===== src/rtl/reaction_round_ctrl.sv =====
// Reaction-time game round controller: blank pause, one-hot button request,
// timed response window, error hold-off and per-game hit/best-time bookkeeping.
module reaction_round_ctrl #(
  parameter  int N_BTN      = 3,
  parameter  int TW         = 16,
  parameter  int BLANK_MS   = 2000,
  parameter  int TIMEOUT_MS = 5000,
  parameter  int HOLD_MS    = 1000,
  parameter  int ROUNDS     = 4,
  localparam int RW         = $clog2(ROUNDS + 1)
) (
  input  logic             iClk,
  input  logic             iRst,
  input  logic             iMsTick,
  input  logic             iStart,
  input  logic [N_BTN-1:0] iButtons,
  input  logic [N_BTN-1:0] iButtonReq,
  output logic             oNewButtonReq,
  output logic             oBlank,
  output logic             oShowResult,
  output logic [1:0]       oError,
  output logic [TW-1:0]    oRespTime,
  output logic [TW-1:0]    oBestTime,
  output logic [RW-1:0]    oHits,
  output logic [RW-1:0]    oRound,
  output logic             oDone,
  output logic [2:0]       oState
);

  typedef enum logic [2:0] {
    IDLE    = 3'd0,
    BLANK   = 3'd1,
    REQUEST = 3'd2,
    WAIT    = 3'd3,
    RESULT  = 3'd4,
    ERROR   = 3'd5,
    SUMMARY = 3'd6
  } stateT;

  localparam logic [TW-1:0] BLANK_T   = TW'(BLANK_MS);
  localparam logic [TW-1:0] TIMEOUT_T = TW'(TIMEOUT_MS);
  localparam logic [TW-1:0] HOLD_T    = TW'(HOLD_MS);
  localparam logic [RW-1:0] ROUNDS_T  = RW'(ROUNDS);

  stateT         state;
  logic [TW-1:0] timer;
  logic [TW-1:0] respTime;
  logic [TW-1:0] bestTime;
  logic [RW-1:0] hits;
  logic [RW-1:0] round;
  logic [RW-1:0] roundNext;
  logic [1:0]    errCode;

  assign roundNext = round + 1'b1;

  // Every transition clears the timer; the later assignment overrides the tick increment.
  always_ff @(posedge iClk) begin
    if (iRst) begin
      state    <= IDLE;
      timer    <= '0;
      respTime <= '0;
      bestTime <= '1;
      hits     <= '0;
      round    <= '0;
      errCode  <= 2'd0;
    end else begin
      if (iMsTick && (timer != '1)) timer <= timer + 1'b1;
      case (state)
        IDLE, SUMMARY: begin
          if (iStart) begin
            round    <= '0;
            hits     <= '0;
            bestTime <= '1;
            state    <= BLANK;
            timer    <= '0;
          end
        end
        BLANK: begin
          if (iButtons != '0) begin
            errCode <= 2'd3;
            state   <= ERROR;
            timer   <= '0;
          end else if (timer >= BLANK_T) begin
            state <= REQUEST;
            timer <= '0;
          end
        end
        REQUEST: begin
          state <= WAIT;
          timer <= '0;
        end
        // Timeout outranks a correct press; any non-exact press is a wrong button.
        WAIT: begin
          if (timer >= TIMEOUT_T) begin
            errCode <= 2'd2;
            state   <= ERROR;
            timer   <= '0;
          end else if (iButtons == iButtonReq) begin
            respTime <= timer;
            hits     <= hits + 1'b1;
            if (timer < bestTime) bestTime <= timer;
            state    <= RESULT;
            timer    <= '0;
          end else if (iButtons != '0) begin
            errCode <= 2'd1;
            state   <= ERROR;
            timer   <= '0;
          end
        end
        RESULT: begin
          if (iButtons == '0) begin
            round <= roundNext;
            state <= (roundNext == ROUNDS_T) ? SUMMARY : BLANK;
            timer <= '0;
          end
        end
        ERROR: begin
          if ((iButtons == '0) && (timer >= HOLD_T)) begin
            round <= roundNext;
            state <= (roundNext == ROUNDS_T) ? SUMMARY : BLANK;
            timer <= '0;
          end
        end
        default: begin
          state <= IDLE;
          timer <= '0;
        end
      endcase
    end
  end

  assign oNewButtonReq = (state == REQUEST);
  assign oBlank        = (state == IDLE) || (state == BLANK) || (state == REQUEST);
  assign oShowResult   = (state == RESULT) || (state == ERROR) || (state == SUMMARY);
  assign oError        = (state == ERROR) ? errCode : 2'd0;
  assign oRespTime     = (state == SUMMARY) ? bestTime : respTime;
  assign oBestTime     = bestTime;
  assign oHits         = hits;
  assign oRound        = round;
  assign oDone         = (state == SUMMARY);
  assign oState        = state;

endmodule


===== config.mk =====
export PLATFORM = sky130hd
export DESIGN_NAME = reaction_round_ctrl
export DESIGN_NICKNAME = d
export VERILOG_FILES = /design/src/rtl/reaction_round_ctrl.sv
export SDC_FILE = /design/constraint.sdc
export NUM_CORES = 1
export LEC_CHECK = 0
export ABC_CLOCK_PERIOD_IN_PS = 4490
export CORE_MARGIN = 2
export CORE_UTILIZATION = 57
export DETAILED_ROUTE_END_ITERATION = 10
export PLACE_DENSITY = 0.89
export SYNTH_ARGS = -nofsm -noshare
export SYNTH_HDL_FRONTEND = slang
export SYNTH_SLANG_ARGS = --single-unit

===== constraint.sdc =====
create_clock -name iClk -period 4.49 [get_ports iClk]
set_clock_uncertainty 0.15 [all_clocks]
set_input_delay 0.898 -clock iClk [delete_from_list [all_inputs] [get_ports iClk]]
set_output_delay 0.898 -clock iClk [all_outputs]
set_load 0.05 [all_outputs]

==> summary.md <==
| Metric | Value |
|---|---|
| Outcome | complete, no violations |
| Biggest area consumer among synthesized cells | sky130_fd_sc_hd__dfxtp_1 |
| Clock period minus worst slack | 3.83 ns |
| Register-to-Register Path Depth | 7 |
| Maximum clock rate | 261 MHz |
| Layout filler cell count | 472 |
| Maximum capacitance violations | 0 |
| Syn Area/Cell | 8.13 um^2 |
| Number of iterations in the first detailed-routing pass | 5 |
| Final estimated routing congestion in global placement | 0.883 |
| Pre-CTS setup slack | 1.05 ns |
| Hold Path Stages | 1 |
| LEAKAGE | 1.68 nW |
| Kind of critical path | flop to primary output |
| Post-Route WL | 8710 um |
| Clock tree buffer depth | 2 |
| Combined area of the multi-input logic cells | 2020 um^2 |
| DRT iter0 DRCs | 268 |
| Maximum fanout encountered on the critical timing path | 30 |
| Die Outline Area | 6680 um^2 |
| Synth Instances | 424 |
| Number of clock sinks | 59 |
| Antenna Cells | 0 |
| Layout cell share with drive strength beyond 1 | 6.09% |
| Post-DRT Antenna Nets | 0 |
| TritonCTS clock tree | done |
| Number of antenna violations at the first check in global routing | 0 |
| Number of global-route vias before repair | 2,934 |
| CORE AREA | 5890 um^2 |
| Syn-to-layout area delta | 21.0% |
| Startpoint of the tightest hold check path | respTime[15] |
| Required @ worst endpoint | 3.44 ns |
| Part of the Yosys area used for sequential elements | 34.3% |
| Cells traversed along the worst timing path | nor2b_1, nand2_1, o21ai_0, clkdlybuf4s50_1 |
| Buffering stage count on the worst path with inverters included | 1 |
| H-tree levels | 3 |
| Cell with the largest stage delay on the worst path | sky130_fd_sc_hd__clkdlybuf4s50_1 |
| Final-report max-slew violation count | 0 |
| Leading cell type in the layout, fill and taps excluded | sky130_fd_sc_hd__dfxtp_1 |
| Count of standard-cell rows | 28 |
| Fraction of synthesis flops using an asynchronous set or reset pin | 0% |
| CTS root buf | sky130_fd_sc_hd__clkbuf_8 |
| Kind of start point of the critical path | flop |
| # hold bufs at CTS | 0 |
| Number of flops mapped to enable cells by yosys | 0 |
| Post-CTS setup repair buffer count | 0 |
| Number of storage elements in the synthesis netlist | 59 |
| Net count after synthesis | 454 |
| I/O Buffers | 56 |
| Post-detailed-route wirelength per cell | 15.8 um |
| Clock input transition at the sequential cells of the worst setup and hold paths | 0.07 ns |
| Clock latency on the worst-skew pair | 0.34 ns |
| Largest stage delay, worst path | 0.86 ns |
| Top Ports | 57 |
| Number of library cell types mapped by synthesis | 53 |
| First-pass GRT wire length | 13,800 um |
| Area share of the largest cell type after synthesis | 34.3% |
| Finish-stage setup viols | 0 |
| Maximum VDD drop | 0.000179 V |
| Accumulated negative setup slack | 0 ns |
| Final layout net count | 501 |
| Tightest hold margin | 0.324 ns |
| Hold Vio Cnt, Final | 0 |
| Arrival time at the worst endpoint | 2.78 ns |
| Yosys synthesis warning count | 0 |
| Main flop type after synthesis | sky130_fd_sc_hd__dfxtp_1 |
| Leading cell types in the layout, fill and taps excluded | sky130_fd_sc_hd__dfxtp_1 (59), sky130_fd_sc_hd__clkdlybuf4s50_1 (56), sky130_fd_sc_hd__nor2_1 (49) |
| Overall die height | 81.8 um |
| Final period utilization | 85.2% |
| CTS Buf Count | 9 |
| Count of unresolved DRC violations after routing | 0 |
| Worst flop-to-flop path endpoint | oBestTime[3] |
| Overall track demand over capacity in global routing | 27.0% |
| Type of element capturing the critical path | primary output |
| WHS Endpoint | respTime[15] |
| Critical path's top delay family | buffers and inverters |
| Maximum number of pins on one net before global-route repair | 31 |
| Vias/cell | 5.87 |
| Type of the tightest min-delay check | flop to flop |
| Most area-consuming cells after synthesis | sky130_fd_sc_hd__dfxtp_1 (34%), sky130_fd_sc_hd__mux2i_1 (8.1%), sky130_fd_sc_hd__ha_1 (7.3%) |
| DP HPWL | 6030 um |
| Post-cts gate resize count | 0 |
| Overflow left after global routing | 0 |
| FF+latch area | 1180 um^2 |
| RSZ-0062 raised after global routing | no |
| Cell area after synthesis | 3450 um^2 |
| Startpoint of the lowest-slack register-to-register path | timer[5] |
| Max-slew headroom at the worst pin | 36.1% |
| Die width | 81.8 um |
| Detailed-route via count | 3,234 |
| Final critical-path setup slack | 0.664 ns |
| Pwr Density | 331 nW/um^2 |
| Worst-margin pin slew | 0.956 ns |
| Flop2flop setup slack | 1.62 ns |
| Initial cell density of the core | 58.5% |
[cell usage after synthesis, types with 2 or more instances]
cell type / number
sky130_fd_sc_hd__a31oi_1: 2
sky130_fd_sc_hd__a21boi_0: 2
sky130_fd_sc_hd__clkbuf_1: 12
sky130_fd_sc_hd__nor4_1: 5
sky130_fd_sc_hd__nand2_1: 46
sky130_fd_sc_hd__o211ai_1: 2
sky130_fd_sc_hd__nand4_1: 6
sky130_fd_sc_hd__inv_1: 25
sky130_fd_sc_hd__nor3b_1: 4
sky130_fd_sc_hd__buf_2: 8
sky130_fd_sc_hd__mux2i_1: 28
sky130_fd_sc_hd__buf_4: 2
sky130_fd_sc_hd__xnor2_1: 16
sky130_fd_sc_hd__o21ai_0: 26
sky130_fd_sc_hd__nand3_1: 8
sky130_fd_sc_hd__and2_1: 2
sky130_fd_sc_hd__buf_6: 3
sky130_fd_sc_hd__nor3_1: 10
sky130_fd_sc_hd__o2111ai_1: 2
sky130_fd_sc_hd__or3_1: 7
sky130_fd_sc_hd__dfxtp_1: 59
sky130_fd_sc_hd__ha_1: 20
sky130_fd_sc_hd__nand2b_1: 3
sky130_fd_sc_hd__xor2_1: 3
sky130_fd_sc_hd__a21oi_1: 38
sky130_fd_sc_hd__and3_1: 4
sky130_fd_sc_hd__nor2b_1: 5
sky130_fd_sc_hd__nor2_1: 49
sky130_fd_sc_hd__and4_1: 3
[sequential cells by signal, indices dropped and copies added, names as in the netlist]
name and cells:
oHits 3, oRound 3, timer 16, oState 3
oBestTime 16, errCode 2, respTime 16
[power breakdown]
group | total [mW] | internal [mW] | switching, mW
Sequential | 0.565 | 0.547 | 0.0186
Combinational | 0.387 | 0.129 | 0.258
Clock | 0.429 | 0.229 | 0.200
Total | 1.38 | 0.905 | 0.476
[per-layer routing]
| metal | vias to the layer above | global-route usage (%) | part of all wire [%] |
|---|---|---|---|
| li1 | 1565 | - | - |
| met4 | 0 | 10.2 | 2.0 |
| met3 | 22 | 6.81 | 7.3 |
| met5 | - | 0 | 0 |
| met2 | 138 | 43.0 | 47 |
| met1 | 1509 | 35.2 | 44 |
[worst max-delay path by stage]
stage / from / end / slack (ns) / depth (start not counted)
floorplan: oState[1] / oRespTime[15] / 1.08 / 4
global placement: oState[1] / oRespTime[0] / 1.14 / 6
detailed placement: oState[1] / oRespTime[1] / 1.05 / 4
CTS: oState[1] / oRespTime[1] / 0.67 / 4
global route: oState[1] / oRespTime[6] / 0.48 / 4
finish: oState[1] / oRespTime[8] / 0.66 / 4
[metrics by stage]
step | power (mW) | util [%] | area (um^2) | cells
after CTS | 1.38 | 70.8 | 4170 | 551
after floorplan | 0.854 | - | 3450 | 424
after global placement | 0.953 | 67.9 | 4000 | 535
final | 1.38 | 70.8 | 4170 | 551
after detailed placement | 0.959 | 67.9 | 4000 | 535
after global routing | 1.44 | 70.8 | 4170 | 551
[worst reg2reg max path, delay by kind of cell, from the launching register on]
| family | cells | cell delay, ns |
|---|---|---|
| AO/OA/AOI/OAI | 4 | 1.25 |
| adder cells (fa/ha/maj) | 1 | 0.32 |
| flip-flops | 1 | 0.52 |
| multiplexers | 1 | 0.23 |
| buffers and inverters | 1 | 0.32 |
[logic make-up (layout without fill, tap and decap cells)]
group | count (synthesis) | count (layout) | share of synthesized area (%)
xor+xnor | 19 | 19 | 4.83
buf+inv | 51 | 103 | 7.04
flops | 59 | 59 | 34.3
mux | 28 | 28 | 8.13
compound gates | 85 | 85 | 14.9
simple gates | 162 | 162 | 23.6
fa+ha+maj | 20 | 20 | 7.26
[layout make-up]
| type | instances | share of cell area (%) |
|---|---|---|
| clock buffers | 14 | 3.90 |
| clock inverters | 2 | 0.240 |
| inverters | 25 | 2.25 |
| multi-input cells | 314 | 48.5 |
| flip-flops and latches | 59 | 28.3 |
| well taps | 75 | 2.25 |
| repair buffers | 62 | 14.5 |
Power figures use the tool's default switching activity.
